==> src/rtl/cache_types.sv <==
// Shared cache-side types: adaptor FSM states and a counter sizing helper.
package cache_types;

    typedef enum logic [1:0] {
        IDLE,
        RD_BURST,
        WR_BURST,
        DONE
    } adaptor_state_t;

    // Counter width for n beats; never narrower than one bit so a
    // single-beat configuration still elaborates.
    function automatic int unsigned counter_width(input int unsigned n);
        return (n > 1) ? $clog2(n) : 1;
    endfunction

endpackage

==> src/rtl/cacheline_adaptor.sv <==
// Converts one line-wide cache request (fill or writeback) into a burst of
// s_line/s_burst beats on the memory bus, one transaction at a time.
module cacheline_adaptor
    import cache_types::*;
#(
    parameter int unsigned s_line  = 256,
    parameter int unsigned s_burst = 64
) (
    input  logic               clk,
    input  logic               rst,

    input  logic [31:0]        address_i,
    input  logic [s_line-1:0]  line_i,
    output logic [s_line-1:0]  line_o,
    input  logic               read_i,
    input  logic               write_i,
    output logic               resp_o,

    output logic [31:0]        address_o,
    output logic [s_burst-1:0] burst_o,
    input  logic [s_burst-1:0] burst_i,
    output logic               read_o,
    output logic               write_o,
    input  logic               resp_i
);

    localparam int unsigned s_offset = $clog2(s_line) - 3;
    localparam int unsigned beats    = s_line / s_burst;
    localparam int unsigned cnt_w    = counter_width(beats);

    localparam logic [cnt_w-1:0] last_beat   = cnt_w'(beats - 1);
    localparam logic [31:0]      offset_mask = ~((32'd1 << s_offset) - 32'd1);

    adaptor_state_t    state;
    adaptor_state_t    state_next;
    logic [cnt_w-1:0]  cnt;
    logic [s_line-1:0] buffer;

    // State register
    always_ff @(posedge clk) begin
        if (!rst) begin
            state <= IDLE;
        end else begin
            state <= state_next;
        end
    end

    // Next-state logic; request/response strobes decode directly from state
    always_comb begin
        state_next = state;
        read_o     = 1'b0;
        write_o    = 1'b0;
        resp_o     = 1'b0;
        case (state)
            IDLE: begin
                if (write_i) begin
                    state_next = WR_BURST;
                end else if (read_i) begin
                    state_next = RD_BURST;
                end
            end
            RD_BURST: begin
                read_o = 1'b1;
                if (resp_i && cnt == last_beat) begin
                    state_next = DONE;
                end
            end
            WR_BURST: begin
                write_o = 1'b1;
                if (resp_i && cnt == last_beat) begin
                    state_next = DONE;
                end
            end
            DONE: begin
                resp_o     = 1'b1;
                state_next = IDLE;
            end
            default: state_next = IDLE;
        endcase
    end

    // Request latching, beat counting and fill-line assembly
    always_ff @(posedge clk) begin
        if (!rst) begin
            cnt       <= '0;
            buffer    <= '0;
            address_o <= '0;
            line_o    <= '0;
        end else begin
            case (state)
                IDLE: begin
                    if (write_i || read_i) begin
                        address_o <= address_i & offset_mask;
                        cnt       <= '0;
                        if (write_i) begin
                            buffer <= line_i;
                        end
                    end
                end
                RD_BURST: begin
                    if (resp_i) begin
                        line_o[int'(cnt)*s_burst +: s_burst] <= burst_i;
                        cnt <= (cnt == last_beat) ? '0 : cnt + 1'b1;
                    end
                end
                WR_BURST: begin
                    if (resp_i) begin
                        cnt <= (cnt == last_beat) ? '0 : cnt + 1'b1;
                    end
                end
                default: ;
            endcase
        end
    end

    // Outgoing write beat selected by the current beat index
    always_comb begin
        burst_o = buffer[int'(cnt)*s_burst +: s_burst];
    end

endmodule

==> config.mk <==
export PLATFORM = sky130hd
export DESIGN_NAME = cacheline_adaptor
export DESIGN_NICKNAME = d
export VERILOG_FILES = /design/src/rtl/cache_types.sv /design/src/rtl/cacheline_adaptor.sv
export SDC_FILE = /design/constraint.sdc
export NUM_CORES = 1
export LEC_CHECK = 0
export ABC_AREA = 1
export BUFFER_PORTS_ARGS = -buffer_cell sky130_fd_sc_hd__buf_4
export CAP_MARGIN = 10
export CORE_AREA = 2 2 280 282
export DETAILED_ROUTE_END_ITERATION = 8
export DIE_AREA = 0 0 282 284
export PLACE_DENSITY = 0.49
export SKIP_LAST_GASP = 1
export SYNTH_ARGS = -nofsm -noshare
export SYNTH_HDL_FRONTEND = slang
export SYNTH_SLANG_ARGS = --single-unit
==> constraint.sdc <==
create_clock -name clk -period 5.65 [get_ports clk]
set_clock_uncertainty 0.2 [all_clocks]
set_input_delay 0.565 -clock clk [delete_from_list [all_inputs] [get_ports clk]]
set_output_delay 0.565 -clock clk [all_outputs]
set_load 0.01 [all_outputs]
==> results of run 1 <==
## area by class of cell
| cell class | count | area, um2 |
|---|---|---|
| diodes | 17 | 42.5 |
| fillers | 8182 | 45000 |
| well taps | 1040 | 1300 |
| clock buffers | 100 | 1940 |
| multi-input cells | 2095 | 9320 |
| clock inverters | 19 | 287 |
| repair buffers | 964 | 7880 |
| inverters | 80 | 315 |
| flip-flops and latches | 543 | 10900 |
## power by group through the flow
stage,clock (mW),combinational [mW],sequential (mW)
2_1_floorplan,0,2.38,4.92
3_3_place_gp,0,4.19,4.95
3_5_place_dp,0,4.18,4.96
4_1_cts,4.48,4.33,4.89
5_1_grt,4.62,4.74,4.97
6_report,4.36,4.28,4.88
## logic make-up after synthesis
family / count (synthesis) / share of synthesized area, %
buffers and inverters: 331 / 6.42
and+or+nand+nor: 1293 / 23.7
AOI/OAI and AO/OA: 787 / 18.7
adders and majority gates: 10 / 0.582
other: 1 / 0.0174
DFF: 543 / 50.6
## worst paths after layout
kind	slack, ns	start	depth (start not counted)	to
worst min register to register	0.26	line_o[1]	2	line_o[1]
worst max-delay path	1.93	cnt[0]	5	burst_o[11]
worst max register to register	2.05	cnt[0]	9	line_o[208]
worst min-delay path	0.04	address_i[29]	3	address_o[29]
## per-layer routing
| layer | part of all wire (%) | vias to the layer above | wire [um] | track usage [%] |
|---|---|---|---|---|
| met2 | 48 | 720 | 44600 | 37.5 |
| met5 | 0.024 | - | 22 | 0 |
| li1 | - | 11300 | - | - |
| met1 | 40 | 10500 | 37400 | 26.0 |
| met4 | 4.5 | 4 | 4180 | 11.3 |
| met3 | 7.7 | 176 | 7210 | 6.13 |
## cell usage after synthesis
| cell | n |
|---|---|
| a21oi_1 | 259 |
| buf_1 | 7 |
| buf_2 | 86 |
| buf_4 | 8 |
| clkbuf_1 | 150 |
| clkinv_1 | 2 |
| conb_1 | 1 |
| dfxtp_1 | 543 |
| ha_1 | 10 |
| inv_1 | 75 |
| inv_2 | 3 |
| nand2_1 | 368 |
| nand3_1 | 46 |
| nand4_1 | 64 |
| nor2_1 | 810 |
| nor2_2 | 3 |
| nor2_4 | 2 |
| o21ai_0 | 460 |
| o21ai_1 | 3 |
| o21ai_2 | 1 |
| o22ai_1 | 64 |
## worst reg2reg max path, stage by stage, from the launching register on
cell and delay (ns):
dfxtp_4 0.44, inv_4 0.55, ha_2 0.31, buf_4 0.41, inv_1 0.16, nand2_2 0.66, buf_4 0.43, nor2_1 0.12
nand2_1 0.08, a21oi_1 0.06
## stage by stage
stage,hold slack (ns),utilization [%]
floorplan,0.250,-
global placement,0.254,35.5
detailed placement,0.256,35.5
CTS,0.000714,41.5
global route,0.0184,41.5
finish,0.0374,41.5
## sequential cells by signal, indices dropped and copies added (netlist names)
register	count
address_o	27
buffer	256
cnt	2
line_o	256
state	2
## what timing repair did
| action | CTS | global route |
|---|---|---|
| resized for setup | 0 | 0 |
| hold endpoints to repair | 233 | 0 |
| setup endpoints to repair | 0 | 0 |
| hold buffers | 233 | 0 |
==> out/metrics.cfg, run 1 <==
[run_status]
outcome=complete, no violations

[worst_setup_path]
required_ns=4.89
slowest_stage=buf_4
worst_ep_arrival_time_ns=2.96
cp_max_fo=70
path_cells=inv_4, buf_4, o21ai_0, o22ai_1, buf_4
critPathBufInv=3
critical_path.top_delay_family=buffers and inverters
critPathMostFrequentCell=buf_4
cp-end-kind=primary output
max_stage_delay_ns=0.74
path_class=reg -> out
cp-start-kind=flop

[sta]
worst_slack_ns=1.93
setup_violations=0
rsz0062_at_grt=false
drv_slew=0
worst_slew_pin_slew_ns=1.06
relSlewSlack_pct=29.2
clock.fmax_mhz=269
min_period_ns=3.72
finalCritPeriodShare_pct=65.9
hold_violations=0
setup_tns_ns=0

[final_layout]
layout_common_cells=810 x nor2_1, 726 x buf_4, 541 x dfxtp_1
drive_gt1_share_pct=22.4
fin_cells=4858
fin_area_um2=32000
final_common_cell=nor2_1
syn_to_final_growth_pct=48.7
fin_nets=4118

[power_and_ir_drop]
power_leakage_nw=13.6
p_per_area_nw_per_um2=423
clkPwrFrac_pct=32.3
seqPwrFrac_pct=36.1
p_total_mw=13.5
p_sw_share_pct=35.8
peakVddDrop_v=0.000257
p_int_mw=8.69
power.switching_mw=4.84
p_comb_share_pct=31.6

[placement]
routabilityCongestion=0.817
place.detailed.hpwl_mm=61.9
post_dp_cell_area_um2=27400
place.detailed.instances=4489
dpl_worst_slack_ns=1.97
io_buffers=701

[global_routing]
grt_usage_pct=22.4
grt_pass1_wl_mm=137
grt_max_degree=202
antenna_found_initial=16
gr-total-overflow=0
grt_pass1_vias=21900

[yosys]
syn_area_um2=21500
ys_ff_latch=543
yosys_warnings=0
ys_seq_area_share_pct=50.6
yosysTopAreaCell=dfxtp_1
synth_cells=2965
avgSynthCellArea_um2=7.25
synth_top_area_share_pct=50.6
netlist-cell-type-count=21
synthTopCellsByArea=dfxtp_1 51%, nor2_1 14%, o21ai_0 11%, nand2_1 6.4%, a21oi_1 6.0%

[clock_tree]
clock_sinks=543
clockBufferDepth=3
cts_buffers=67
insertion_delay_ns=0.61
cts_setup_buffers=0
htreeDepth=3
clockRootBuffer=clkbuf_16
cts_tree=done
clk_pin_slew_ns=0.06

[routing]
drtIter0Drc=1407
wl_per_cell_um=19.2
ant_nets=0
post-route-drc-count=0
routed_wl_mm=93.4
viasPerCell=4.68
first_pass_iters=5
routed-via-count=22800

[die]
coreArea_um2=77000
die_h_um=284
num_rows=102
die_w_um=282
dieArea_um2=80100
initial_utilization_pct=27.9
ios=712

[job]
drv_cap=0

[min_path]
min_path_type=in -> reg

(Power assumes the default switching activity.)
==> inputs of run 2 (changes only) <==
Settings changed: ABC_AREA 1 to 0, CORE_AREA 2 2 280 282 to 2 2 279 281, DIE_AREA 0 0 282 284 to 0 0 281 283, PLACE_DENSITY 0.49 to 0.47.
Clock period 5.65 ns to 3.5 ns, I/O delays scaled along.
==> run 2 against run 1 <==
- count of clock-buffer cells in the layout unchanged
- largest cell class unchanged
- hold slack improved by 0.11 ns
- wire length is 14% lower
- critical path depth is 2 lower
==> out/metrics.cfg, run 2 <==
[run_status]
outcome=complete, no violations  ; unchanged

[sta]
min_period_ns=2.95
hold_violations=0  ; unchanged
drv_slew=0  ; unchanged
rsz0062_at_grt=false  ; unchanged
worst_slew_pin_slew_ns=0.879  ; was 1.06 ns
clock.fmax_mhz=339
relSlewSlack_pct=41.4  ; was 29.2%
worst_slack_ns=0.554  ; was 1.93 ns
finalCritPeriodShare_pct=84.2
setup_tns_ns=0  ; unchanged
setup_violations=0  ; unchanged

[worst_setup_path]
path_depth=3  ; was 5
worst_ep_arrival_time_ns=2.40  ; was 2.96 ns
reg2reg_depth=6  ; was 9
cp-end-kind=primary output  ; unchanged
critical_path.top_delay_family=multiplexers  ; was buffers and inverters
max_stage_delay_ns=0.65  ; was 0.74 ns
required_ns=2.95  ; was 4.89 ns
cp-start-kind=flop  ; unchanged
cp_max_fo=66  ; was 70
path_cells=buf_12, mux4_2, buf_4  ; was inv_4, buf_4, o21ai_0, o22ai_1, buf_4
critPathBufInv=2  ; was 3
slowest_stage=mux4_2  ; was buf_4
path_class=reg -> out  ; unchanged

[routing]
ant_nets=0  ; unchanged
wl_per_cell_um=18.9  ; was 19.2 um
routed_wl_mm=80.7  ; was 93.4 mm
viasPerCell=4.61  ; was 4.68
post-route-drc-count=0  ; unchanged
first_pass_iters=5  ; unchanged
drtIter0Drc=925  ; was 1,407
routed-via-count=19700  ; was 22,800

[yosys]
synth_cells=2192  ; was 2,965
synth_ff_type=dfxtp_1  ; unchanged
avgSynthCellArea_um2=9.12  ; was 7.25 um2
synthTopCellsByArea=dfxtp_1 54%, nand2_1 14%, mux4_2 7.2%, a21oi_1 7.1%, a22o_1 5.6%  ; was dfxtp_1 51%, nor2_1 14%, o21ai_0 11%, nand2_1 6.4%, a21oi_1 6.0%
yosys_warnings=0  ; unchanged
synth_enable_flop_cells=0  ; unchanged
netlist-cell-type-count=38  ; was 21
synth_top_area_share_pct=54.3  ; was 50.6%
syn_area_um2=20000  ; was 21,500 um2
synthArstFlopShare_pct=0  ; unchanged
yosysTopAreaCell=dfxtp_1  ; unchanged
ys_seq_area_share_pct=54.3  ; was 50.6%
netlist_top_cells_count=751 x nand2_1, 543 x dfxtp_1, 285 x a21oi_1  ; was 810 x nor2_1, 543 x dfxtp_1, 460 x o21ai_0
ys_ff_latch=543  ; unchanged
synth.most_common_cell=nand2_1  ; was nor2_1

[global_routing]
grt_pass1_wl_mm=120  ; was 137 mm
grt_usage_pct=19.5  ; was 22.4%
gr-total-overflow=0  ; unchanged
antenna_found_initial=19  ; was 16
grt_pass1_vias=19800  ; was 21,900
grt_max_degree=161  ; was 202

[die]
ios=712  ; unchanged
num_rows=102  ; unchanged
coreArea_um2=76700  ; was 77,000 um2
initial_utilization_pct=26.1  ; was 27.9%
dieArea_um2=79500  ; was 80,100 um2
die_h_um=283  ; was 284 um
die_w_um=281  ; was 282 um

[final_layout]
syn_to_final_growth_pct=60.8  ; was 48.7%
fin_nets=3525  ; was 4,118
final_common_cell=nand2_1  ; was nor2_1
largestRegisters=buffer x256, line_o x256, address_o x27  ; unchanged
drive_gt1_share_pct=28.9  ; was 22.4%
layout_common_cells=749 x nand2_1, 717 x buf_4, 541 x dfxtp_1  ; was 810 x nor2_1, 726 x buf_4, 541 x dfxtp_1

[placement]
dpl_worst_slack_ns=0.850  ; was 1.97 ns
routabilityCongestion=0.853  ; was 0.817
io_buffers=701  ; unchanged
place.detailed.hpwl_mm=56.8  ; was 61.9 mm

[clock_tree]
cts_buffers=66  ; was 67
insertion_delay_ns=0.59  ; was 0.61 ns
clockBufferDepth=3  ; unchanged
clockRootBuffer=clkbuf_16  ; unchanged
clock_sinks=543  ; unchanged
cts_setup_buffers=0  ; unchanged
cts_tree=done  ; unchanged
htreeDepth=3  ; unchanged
ctsResizeCount=0  ; unchanged
clk_pin_slew_ns=0.06  ; about the same

[power_and_ir_drop]
p_per_area_nw_per_um2=586  ; was 423 nW/um2
peakVddDrop_v=0.000352  ; was 0.000257 V
power_leakage_nw=13.3  ; was 13.6 nW

[job]
drv_cap=0  ; unchanged

[min_path]
min_path_type=in -> reg  ; unchanged
holdPathStages=4  ; was 3

-- run 2: changes by cell type after synthesis, moves of 26 or more --
cell      delta
a21oi_1     +26
a22o_1     +128
buf_2       -31
clkbuf_1    -34
inv_1       -71
mux4_2      +64
nand2_1    +383
nand4_1     -63
nor2_1     -808
o21ai_0    -412
-- run 2: final timing paths --
kind                               endpoint        start  slack [ns]
worst max-delay path            burst_o[46]       cnt[0]        0.55
worst min-delay path               state[0]       resp_i        0.15
worst max register to register     state[1]     state[0]        0.59
worst min register to register  buffer[246]  buffer[246]        0.25
-- run 2: final cells by class --
cell class	count	area [um2]
clock buffer	100	2030
sequential	543	10900
fill	7586	44500
multi-input combinational	1453	8290
tap	1040	1300
clock inverter	20	302
inverter	5	26.3
timing repair buffer	1089	9300
antenna	16	40.0
-- run 2: per-layer routing --
metal / vias to the layer above / global-route usage, % / wire length, um
met4: 6 / 8.33 / 3050
met3: 146 / 6.44 / 6980
li1: 9504 / - / -
met5: - / 0 / 34
met2: 693 / 33.5 / 39200
met1: 9305 / 21.9 / 31500
-- run 2: where the power goes --
part / switching (mW) / internal (mW) / total, mW
Sequential: 0.312 / 6.80 / 7.11
Combinational: 2.50 / 2.05 / 4.55
Clock: 2.84 / 4.35 / 7.19
Total: 5.65 / 13.2 / 18.9
-- run 2: stage by stage --
| step | total power, mW | instance area [um2] | hold slack [ns] | cells | util, % |
|---|---|---|---|---|---|
| 5_1_grt | 19.8 | 32200 | 0.143 | 4265 | 41.9 |
| 2_1_floorplan | 9.65 | 20000 | 0.233 | 2196 | - |
| 6_report | 18.9 | 32200 | 0.148 | 4266 | 41.9 |
| 4_1_cts | 19.1 | 32100 | 0.102 | 4250 | 41.9 |
| 3_5_place_dp | 11.5 | 26300 | 0.246 | 3778 | 34.2 |
| 3_3_place_gp | 11.4 | 26300 | 0.239 | 3778 | 34.2 |
-- run 2: cell families (layout without fill, tap and decap cells) --
logic type,count (synthesis),in the layout,share of synthesized area (%)
other cells,1,21,0.0187
fa+ha+maj,10,10,0.626
flops,543,543,54.3
mux,67,67,7.36
simple gates,823,823,16.1
buf+inv,200,1214,4.51
compound gates,548,548,17.0
-- run 2: repair_timing --
item,in CTS,in global routing
hold endpoints to repair,543,0
hold buffers,352,0
setup endpoints to repair,0,0
-- run 2: tightest hold or removal path, stage by stage --
cell	delay [ns]
buf_4	0.16
a21bo_2	0.18
nand2_1	0.07
mux2i_1	0.12
